<file path="src/rtl/inst_fetch.sv">
// Instruction fetch stage: owns the fetch PC, issues in-order word reads to instruction memory
// and hands {PC, instruction} pairs to decode through a small credit-managed FIFO.
module inst_fetch #(
    parameter logic [63:0] RESET_PC = 64'h0000_0000_8000_0000,
    parameter int          DEPTH    = 2
) (
    input  logic        i_Clk,
    input  logic        i_Rst,
    output logic        o_IMemReqValid_1,
    input  logic        i_IMemReqReady_1,
    output logic [63:0] o_IMemReqAddr_64,
    input  logic        i_IMemRespValid_1,
    input  logic [31:0] i_IMemRespData_32,
    input  logic        i_Redirect_1,
    input  logic [63:0] i_RedirectPC_64,
    output logic        o_InstValid_1,
    input  logic        i_InstReady_1,
    output logic [63:0] o_PC_64,
    output logic [31:0] o_Inst_32
);

    localparam int          PTR_W = $clog2(DEPTH);
    localparam int          CNT_W = $clog2(DEPTH + 1);
    localparam logic [31:0] NOP   = 32'h0000_0013;

    logic [63:0]      req_pc;
    logic [63:0]      resp_pc;
    logic [63:0]      pend_addr;
    logic             pend_q;
    logic [CNT_W-1:0] outstanding;
    logic [CNT_W-1:0] stale;
    logic [CNT_W-1:0] count;
    logic [PTR_W-1:0] head;
    logic [PTR_W-1:0] tail;
    logic [63:0]      pc_mem   [DEPTH];
    logic [31:0]      inst_mem [DEPTH];

    logic             pop;
    logic             push;
    logic             credit;
    logic             fresh_req;
    logic             req_fire;
    logic             resp_fire;
    logic             pend_nxt;
    logic [CNT_W:0]   in_use;
    logic [CNT_W-1:0] out_nxt;
    logic [63:0]      redirect_pc;

    function automatic logic [PTR_W-1:0] ptr_inc(input logic [PTR_W-1:0] p);
        return (p == PTR_W'(DEPTH - 1)) ? '0 : p + PTR_W'(1);
    endfunction

    assign redirect_pc = i_RedirectPC_64 & ~64'h3;

    // A same-cycle pop frees a slot, so the next word can be requested while the head drains.
    assign in_use    = {1'b0, count} + {1'b0, outstanding} - {{CNT_W{1'b0}}, pop};
    assign credit    = in_use < (CNT_W + 1)'(DEPTH);
    assign fresh_req = credit & ~pend_q & ~i_Redirect_1 & ~i_Rst;

    assign o_IMemReqValid_1 = ~i_Rst & (pend_q | fresh_req);
    assign o_IMemReqAddr_64 = pend_q ? pend_addr : req_pc;
    assign req_fire         = o_IMemReqValid_1 & i_IMemReqReady_1;
    assign pend_nxt         = o_IMemReqValid_1 & ~i_IMemReqReady_1;

    // Responses with nothing outstanding are protocol noise and are ignored outright.
    assign resp_fire = i_IMemRespValid_1 & (outstanding != '0);
    assign push      = resp_fire & (stale == '0) & ~i_Redirect_1;
    assign out_nxt   = outstanding + CNT_W'(req_fire) - CNT_W'(resp_fire);

    assign o_InstValid_1 = (count != '0) & ~i_Redirect_1;
    assign pop           = o_InstValid_1 & i_InstReady_1;
    assign o_PC_64       = pc_mem[head];
    assign o_Inst_32     = inst_mem[head];

    // NOTE: sequential state uses non-blocking assignments only, so every read of a register
    // in this block sees its value from before the edge.
    always_ff @(posedge i_Clk) begin
        if (i_Rst) begin
            req_pc      <= RESET_PC;
            resp_pc     <= RESET_PC;
            pend_addr   <= RESET_PC;
            pend_q      <= 1'b0;
            outstanding <= '0;
            stale       <= '0;
            count       <= '0;
            head        <= '0;
            tail        <= '0;
            // NOTE: the buffer storage is reset because the head slot drives o_PC_64/o_Inst_32
            // directly and must read RESET_PC/NOP straight out of reset.
            for (int i = 0; i < DEPTH; i++) begin
                pc_mem[i]   <= RESET_PC;
                inst_mem[i] <= NOP;
            end
        end else begin
            outstanding <= out_nxt;
            pend_q      <= pend_nxt;
            if (!pend_q)
                pend_addr <= req_pc;

            if (i_Redirect_1) begin
                req_pc  <= redirect_pc;
                resp_pc <= redirect_pc;
                count   <= '0;
                head    <= '0;
                tail    <= '0;
                // Every word still owed by memory, plus a request stuck on the old address, is junk.
                stale   <= out_nxt + CNT_W'(pend_nxt);
            end else begin
                if (fresh_req)
                    req_pc <= req_pc + 64'd4;
                if (resp_fire && stale != '0)
                    stale <= stale - CNT_W'(1);
                if (push) begin
                    pc_mem[tail]   <= resp_pc;
                    inst_mem[tail] <= i_IMemRespData_32;
                    tail           <= ptr_inc(tail);
                    resp_pc        <= resp_pc + 64'd4;
                end
                if (pop)
                    head <= ptr_inc(head);
                count <= count + CNT_W'(push) - CNT_W'(pop);
            end
        end
    end

endmodule

</file>
<file path="config.mk">
export PLATFORM = sky130hd
export DESIGN_NAME = inst_fetch
export DESIGN_NICKNAME = d
export VERILOG_FILES = /design/src/rtl/inst_fetch.sv
export SDC_FILE = /design/constraint.sdc
export NUM_CORES = 1
export LEC_CHECK = 0
export BUFFER_PORTS_ARGS = -buffer_cell sky130_fd_sc_hd__buf_2
export CAP_MARGIN = 20
export CORE_MARGIN = 1.5
export CORE_UTILIZATION = 50
export DETAILED_ROUTE_END_ITERATION = 6
export GPL_TIMING_DRIVEN = 1
export PLACE_DENSITY = 0.82
export SLEW_MARGIN = 10
export SYNTH_ARGS = -nofsm -noshare
export SYNTH_HDL_FRONTEND = slang
export SYNTH_SLANG_ARGS = --single-unit
export TNS_END_PERCENT = 50
</file>
<file path="constraint.sdc">
create_clock -name i_Clk -period 15.89 [get_ports i_Clk]
set_clock_uncertainty 0.05 [all_clocks]
set_input_delay 3.178 -clock i_Clk [delete_from_list [all_inputs] [get_ports i_Clk]]
set_output_delay 3.178 -clock i_Clk [all_outputs]
set_load 0.05 [all_outputs]
</file>
==> flow_summary.toml, run 1 <==
[floorplan]
rows = 70
die_x_um = 197
die_height_um = 197
die_area_um2 = 38700
ioPinCount = 264
start_util_pct = 51.1
core_um2 = 36800

[logic_synthesis]
synth_top_cell_area_share_pct = 30.0
syn_area_um2 = 18800
yosysMostFrequentCell = "dfxtp_1"
synthTopCellsByCount = "198 x dfxtp_1, 188 x edfxtp_1, 170 x and2_1, 150 x mux2_2, 120 x and3_1"
synth_edf_count = 188
yosysSeqAreaShare_pct = 51.1
synthTopCellsByArea = "edfxtp_1 30%, dfxtp_1 21%, mux2_2 9.0%"
yosys.area.top_type = "edfxtp_1"
ys_seq_elements = 386
synth_ff_type = "dfxtp_1"
syn_avg_cell_area_um2 = 10.7
synthCells = 1758
yosys_warnings = 0
synthArstFlopShare_pct = 0
synth.distinct_cells = 73

[finish]
drive_gt1_share_pct = 26.3
fin_nets = 2070
n_fill_cell = 3025
final_cells = 2456
syn_to_final_growth_pct = 16.1
final_cell_area_um2 = 21800

[detailed_routing]
wl_met2_um = 23400
drc = 0
routed-via-count = 14936
drt-met1-wl_um = 22700
drtAntennaViolNets = 0
avgRoutedWirePerCell_um = 21.4
wl_met3_um = 4380
drtIter0Drc = 1531
highest_layer = "met4"
viasPerCell = 6.08
first_pass_iters = 5
routed_wl_um = 52500

[worst_hold_path]
hold_path_class = "reg -> reg"
min_to = "resp_pc[42]$_SDFFE_PP0P_"
hold_depth = 2
hold_start = "resp_pc[42]$_SDFFE_PP0P_"

[clocking]
cts_resized = 0
clock_sinks = 386
cts-hold-fix-buffers = 0
cts_tree = "built"
cts_setup_buffers = 0
path_clk_slew_ns = 0.06
insertion_delay_ns = 0.57
htreeDepth = 2
cts.path.max_buffers = 3
root_buffer = "clkbuf_16"
cts_buffers = 41

[global_route]
antenna_found_initial = 0
grt.total_usage_pct = 26.4
grt_start_max_net_pins = 107
grt-ovfl-total = 0
grt_pass1_wl_um = 79300
grt_pass1_vias = 13981

[sta]
fmax_mhz = 108
period_share_pct = 58.2
rsz0062_at_grt = "false"
slew_headroom_pct = 31.5
tns_ns = 0
final-setup-viol-count = 0
post-route-min-period_ns = 9.26
slew_violations = 0
tightest_slew_ns = 1.03
final_hold_viol_count = 0
setup_ws_ns = 6.63

[setup_path]
worstPathArrival_ns = 6.03
crit_fanout = 18
reg2regPathDepth = 11
crit_type = "in -> out"
timing.rr.start = "count[0]$_SDFF_PP0_"
rr_endpoint = "req_pc[23]$_SDFFE_PP0P_"
ff2ff_setup_slack_ns = 11.51
cp-end-kind = "output pin"
cp-start-kind = "input pin"
critPathRequiredTime_ns = 12.66

[placed_design]
port_buffers = 259
place_ws_ns = 6.73
dp.cells = 2382
gp_congestion = 0.937
dpl.hpwl_um = 34900
dpl-instance-area_um2 = 20400

[power]
power_mw = 2.76
p_leak_nw = 8.60
p_per_area_nw_per_um2 = 127
swShare_pct = 31.1
seqPwrFrac_pct = 43.3
vdd_drop_max_mv = 0.0861
clock_power_share_pct = 36.7
p_comb_share_pct = 20.0
switching_power_mw = 0.859
p_int_mw = 1.90

[flow_run]
max-cap-violations = 0

[status]
status = "complete, no violations"
worst max-delay path, cell delays in order:
cell	delay, ns
buf_2	0.35
a21oi_1	0.12
and2_1	0.24
ha_1	0.27
nand2b_1	0.16
fa_1	0.55
nand2b_1	0.12
nor3_1	0.19
buf_4	0.25
nor2_1	0.09
nor2_1	0.21
buf_2	0.30
state kept, by name, summed over array words and instances (netlist names), named ones only:
register	count
stale	2
tail	1
inst_mem	64
head	1
pend_addr	64
resp_pc	62
pend_q	1
count	2
outstanding	2
req_pc	62
pc_mem	124
layer usage:
metal,GRT usage [%],vias up
met5,0,-
li1,-,6918
met2,40.8,707
met3,4.76,124
met1,36.7,7187
met4,10.5,0
how the worst max path moves through the flow:
stage / cells past startpoint / slack (ns) / startpoint / endpoint
3_3_place_gp: 12 / 6.76 / i_Redirect_1 / o_IMemReqValid_1
4_1_cts: 12 / 6.68 / i_Redirect_1 / o_IMemReqValid_1
5_1_grt: 12 / 6.58 / i_Redirect_1 / o_IMemReqValid_1
6_report: 12 / 6.63 / i_Redirect_1 / o_IMemReqValid_1
2_1_floorplan: 6 / 4.44 / i_Redirect_1 / inst_mem[0][0]$_SDFFCE_PN1P_
3_5_place_dp: 12 / 6.73 / i_Redirect_1 / o_IMemReqValid_1
stage by stage:
step	hold slack (ns)	utilization (%)
2_1_floorplan	0.429	-
3_3_place_gp	0.448	55.4
3_5_place_dp	0.468	55.4
4_1_cts	0.478	59.3
5_1_grt	0.520	59.3
6_report	0.475	59.3
power by group through the flow:
stage / clock network [mW] / logic [mW] / registers, mW
after floorplan: 0 / 0.416 / 1.19
after global placement: 0 / 0.538 / 1.21
after detailed placement: 0 / 0.545 / 1.21
after CTS: 1.03 / 0.548 / 1.19
after global routing: 1.06 / 0.581 / 1.21
final: 1.01 / 0.551 / 1.20
layout make-up:
type,instances,area [µm²],share of cell area (%)
flip-flops and latches,386,9620,44.1
clock buffers,62,1270,5.82
diodes,1,2.50,0.0115
well taps,468,586,2.69
repair buffers,280,1450,6.67
clock inverters,11,168,0.769
multi-input cells,1223,8620,39.5
inverters,25,95.1,0.436
layout by cell type, fill, tap and decap left out, drive strengths merged, types with 58 or more instances in the layout:
cell / synthesis / routed
nand4: 62 / 62
and2: 170 / 170
clkbuf: 101 / 62
dfxtp: 198 / 198
mux2: 150 / 150
edfxtp: 188 / 188
buf: 24 / 280
nand3: 58 / 58
nand2: 106 / 106
and3: 120 / 120
cell families (layout without fill, tap and decap cells):
kind of cell | Yosys count | count (layout) | share of synthesized area, %
flops | 386 | 386 | 51.1
buf+inv | 150 | 378 | 3.16
other cells | 1 | 3 | 0.0200
simple gates | 746 | 746 | 23.2
xor+xnor | 67 | 67 | 3.12
fa+ha+maj | 11 | 11 | 0.773
mux | 154 | 154 | 9.20
compound gates | 243 | 243 | 9.35
No activity file was read; power rests on OpenSTA's default activity.
==> inputs of run 2 (changes only) <==
--- a/config.mk
+++ b/config.mk
@@ -11,7 +11,7 @@
 export CORE_UTILIZATION = 50
 export DETAILED_ROUTE_END_ITERATION = 6
 export GPL_TIMING_DRIVEN = 1
-export PLACE_DENSITY = 0.82
+export PLACE_DENSITY = 0.85
 export SLEW_MARGIN = 10
 export SYNTH_ARGS = -nofsm -noshare
 export SYNTH_HDL_FRONTEND = slang
==> constraint.sdc (replaced) <==
create_clock -name i_Clk -period 8.3 [get_ports i_Clk]
set_clock_uncertainty 0.05 [all_clocks]
set_input_delay 1.66 -clock i_Clk [delete_from_list [all_inputs] [get_ports i_Clk]]
set_output_delay 1.66 -clock i_Clk [all_outputs]
set_load 0.05 [all_outputs]
==> flow_summary.toml, run 2 (synthesis gave the netlist of run 1 again) <==
[sta]
tns_ns = 0
period_share_pct = 71.8
rsz0062_at_grt = "false"
tightest_slew_ns = 1.06
fmax_mhz = 168
slew_violations = 0
setup_ws_ns = 2.34
post-route-min-period_ns = 5.96
slew_headroom_pct = 28.7
final_hold_viol_count = 0
final-setup-viol-count = 0

[finish]
top_register = "pc_mem"
antennaDiodeCount = 0
syn_to_final_growth_pct = 15.5
largest_reg_flops = 124
n_fill_cell = 3039
final_cells = 2452
drive_gt1_share_pct = 26.2
mostFrequentLayoutCell = "buf_2"
fin_nets = 2070
top_regs = "pc_mem: 124 flops, inst_mem: 64 flops, pend_addr: 64 flops"
mostFrequentLayoutCells = "259 x buf_2, 195 x dfxtp_1, 188 x edfxtp_1"

[global_route]
grt_pass1_wl_um = 79500
grt_start_max_net_pins = 108
antenna_found_initial = 0
grt-ovfl-total = 0
grt_pass1_vias = 13962
grt.total_usage_pct = 26.2

[clocking]
htreeDepth = 2
root_buffer = "clkbuf_16"
cts_resized = 0
cts_tree = "built"
insertion_delay_ns = 0.55
path_clk_slew_ns = 0.06
cts_setup_buffers = 0
cts_buffers = 41
clock_sinks = 386
cts-hold-fix-buffers = 0
cts.path.max_buffers = 3

[detailed_routing]
first_pass_iters = 6
routed_wl_um = 51800
drtIter0Drc = 1553
avgRoutedWirePerCell_um = 21.1
drtAntennaViolNets = 0
viasPerCell = 6.08
drc = 0
routed-via-count = 14898

[floorplan]
die_x_um = 197
die_area_um2 = 38700
start_util_pct = 51.1
core_um2 = 36800
rows = 70
ioPinCount = 264
die_height_um = 197

[placed_design]
port_buffers = 259
place_ws_ns = 2.40
dp.cells = 2382
gp_congestion = 0.947
dpl.hpwl_um = 35000

[setup_path]
critPathRequiredTime_ns = 6.59
reg2regPathDepth = 11
cp-start-kind = "input pin"
timing.rr.start = "count[0]$_SDFF_PP0_"
crit_fanout = 11
ff2ff_setup_slack_ns = 4.14
crit_type = "in -> out"
worstPathArrival_ns = 4.25
cp-end-kind = "output pin"
critPathLaunch = "i_Redirect_1"
rr_endpoint = "req_pc[23]$_SDFFE_PP0P_"

[status]
status = "complete, no violations"

[power]
p_leak_nw = 8.56
p_per_area_nw_per_um2 = 240
vdd_drop_max_mv = 0.165

[flow_run]
max-cap-violations = 0

[worst_hold_path]
hold_depth = 2
min_to = "resp_pc[42]$_SDFFE_PP0P_"
hold_start = "resp_pc[42]$_SDFFE_PP0P_"
hold_path_class = "reg -> reg"
==> run 2: critical path: stages <==
cell	delay (ns)
buf_2	0.14
a21oi_1	0.17
and2_1	0.23
ha_1	0.25
nand2b_1	0.15
fa_1	0.52
nand2b_1	0.12
nor3_1	0.19
buf_4	0.25
nor2_1	0.09
nor2_1	0.17
buf_2	0.30
==> run 2: stage by stage <==
step	util (%)	area, µm²	power [mW]	hold slack, ns
floorplan	-	18800	3.08	0.429
global placement	55.4	20400	3.34	0.451
detailed placement	55.4	20400	3.37	0.478
CTS	59.0	21700	5.23	0.484
global route	59.0	21700	5.38	0.514
finish	59.0	21700	5.20	0.487
==> run 2: final cells by class <==
type	count	area [µm²]	area share, %
inverter	25	95.1	0.438
timing repair buffer	280	1450	6.70
multi-input combinational	1223	8620	39.7
tap	468	586	2.70
sequential	386	9620	44.3
clock inverter	19	243	1.12
clock buffer	51	1090	5.04
==> run 2: power by group <==
group	switching [mW]	internal (mW)	leakage (nW)
logic	0.758	0.294	4.34
clock network	0.744	1.12	0.658
registers	0.122	2.16	3.55
==> run 2: worst max path at each step <==
stage                              endpoint  slack, ns
3_3_place_gp               o_IMemReqValid_1       2.44
5_1_grt                    o_IMemReqValid_1       2.19
3_5_place_dp               o_IMemReqValid_1       2.40
6_report                   o_IMemReqValid_1       2.34
2_1_floorplan  inst_mem[0][0]$_SDFFCE_PN1P_       0.91
4_1_cts                    o_IMemReqValid_1       2.38
==> run 2: routing by layer <==
layer	GRT usage [%]	wire [µm]
met5	0	0
met4	11.2	1870
met3	4.26	4400
met2	40.1	23300
met1	36.7	22200
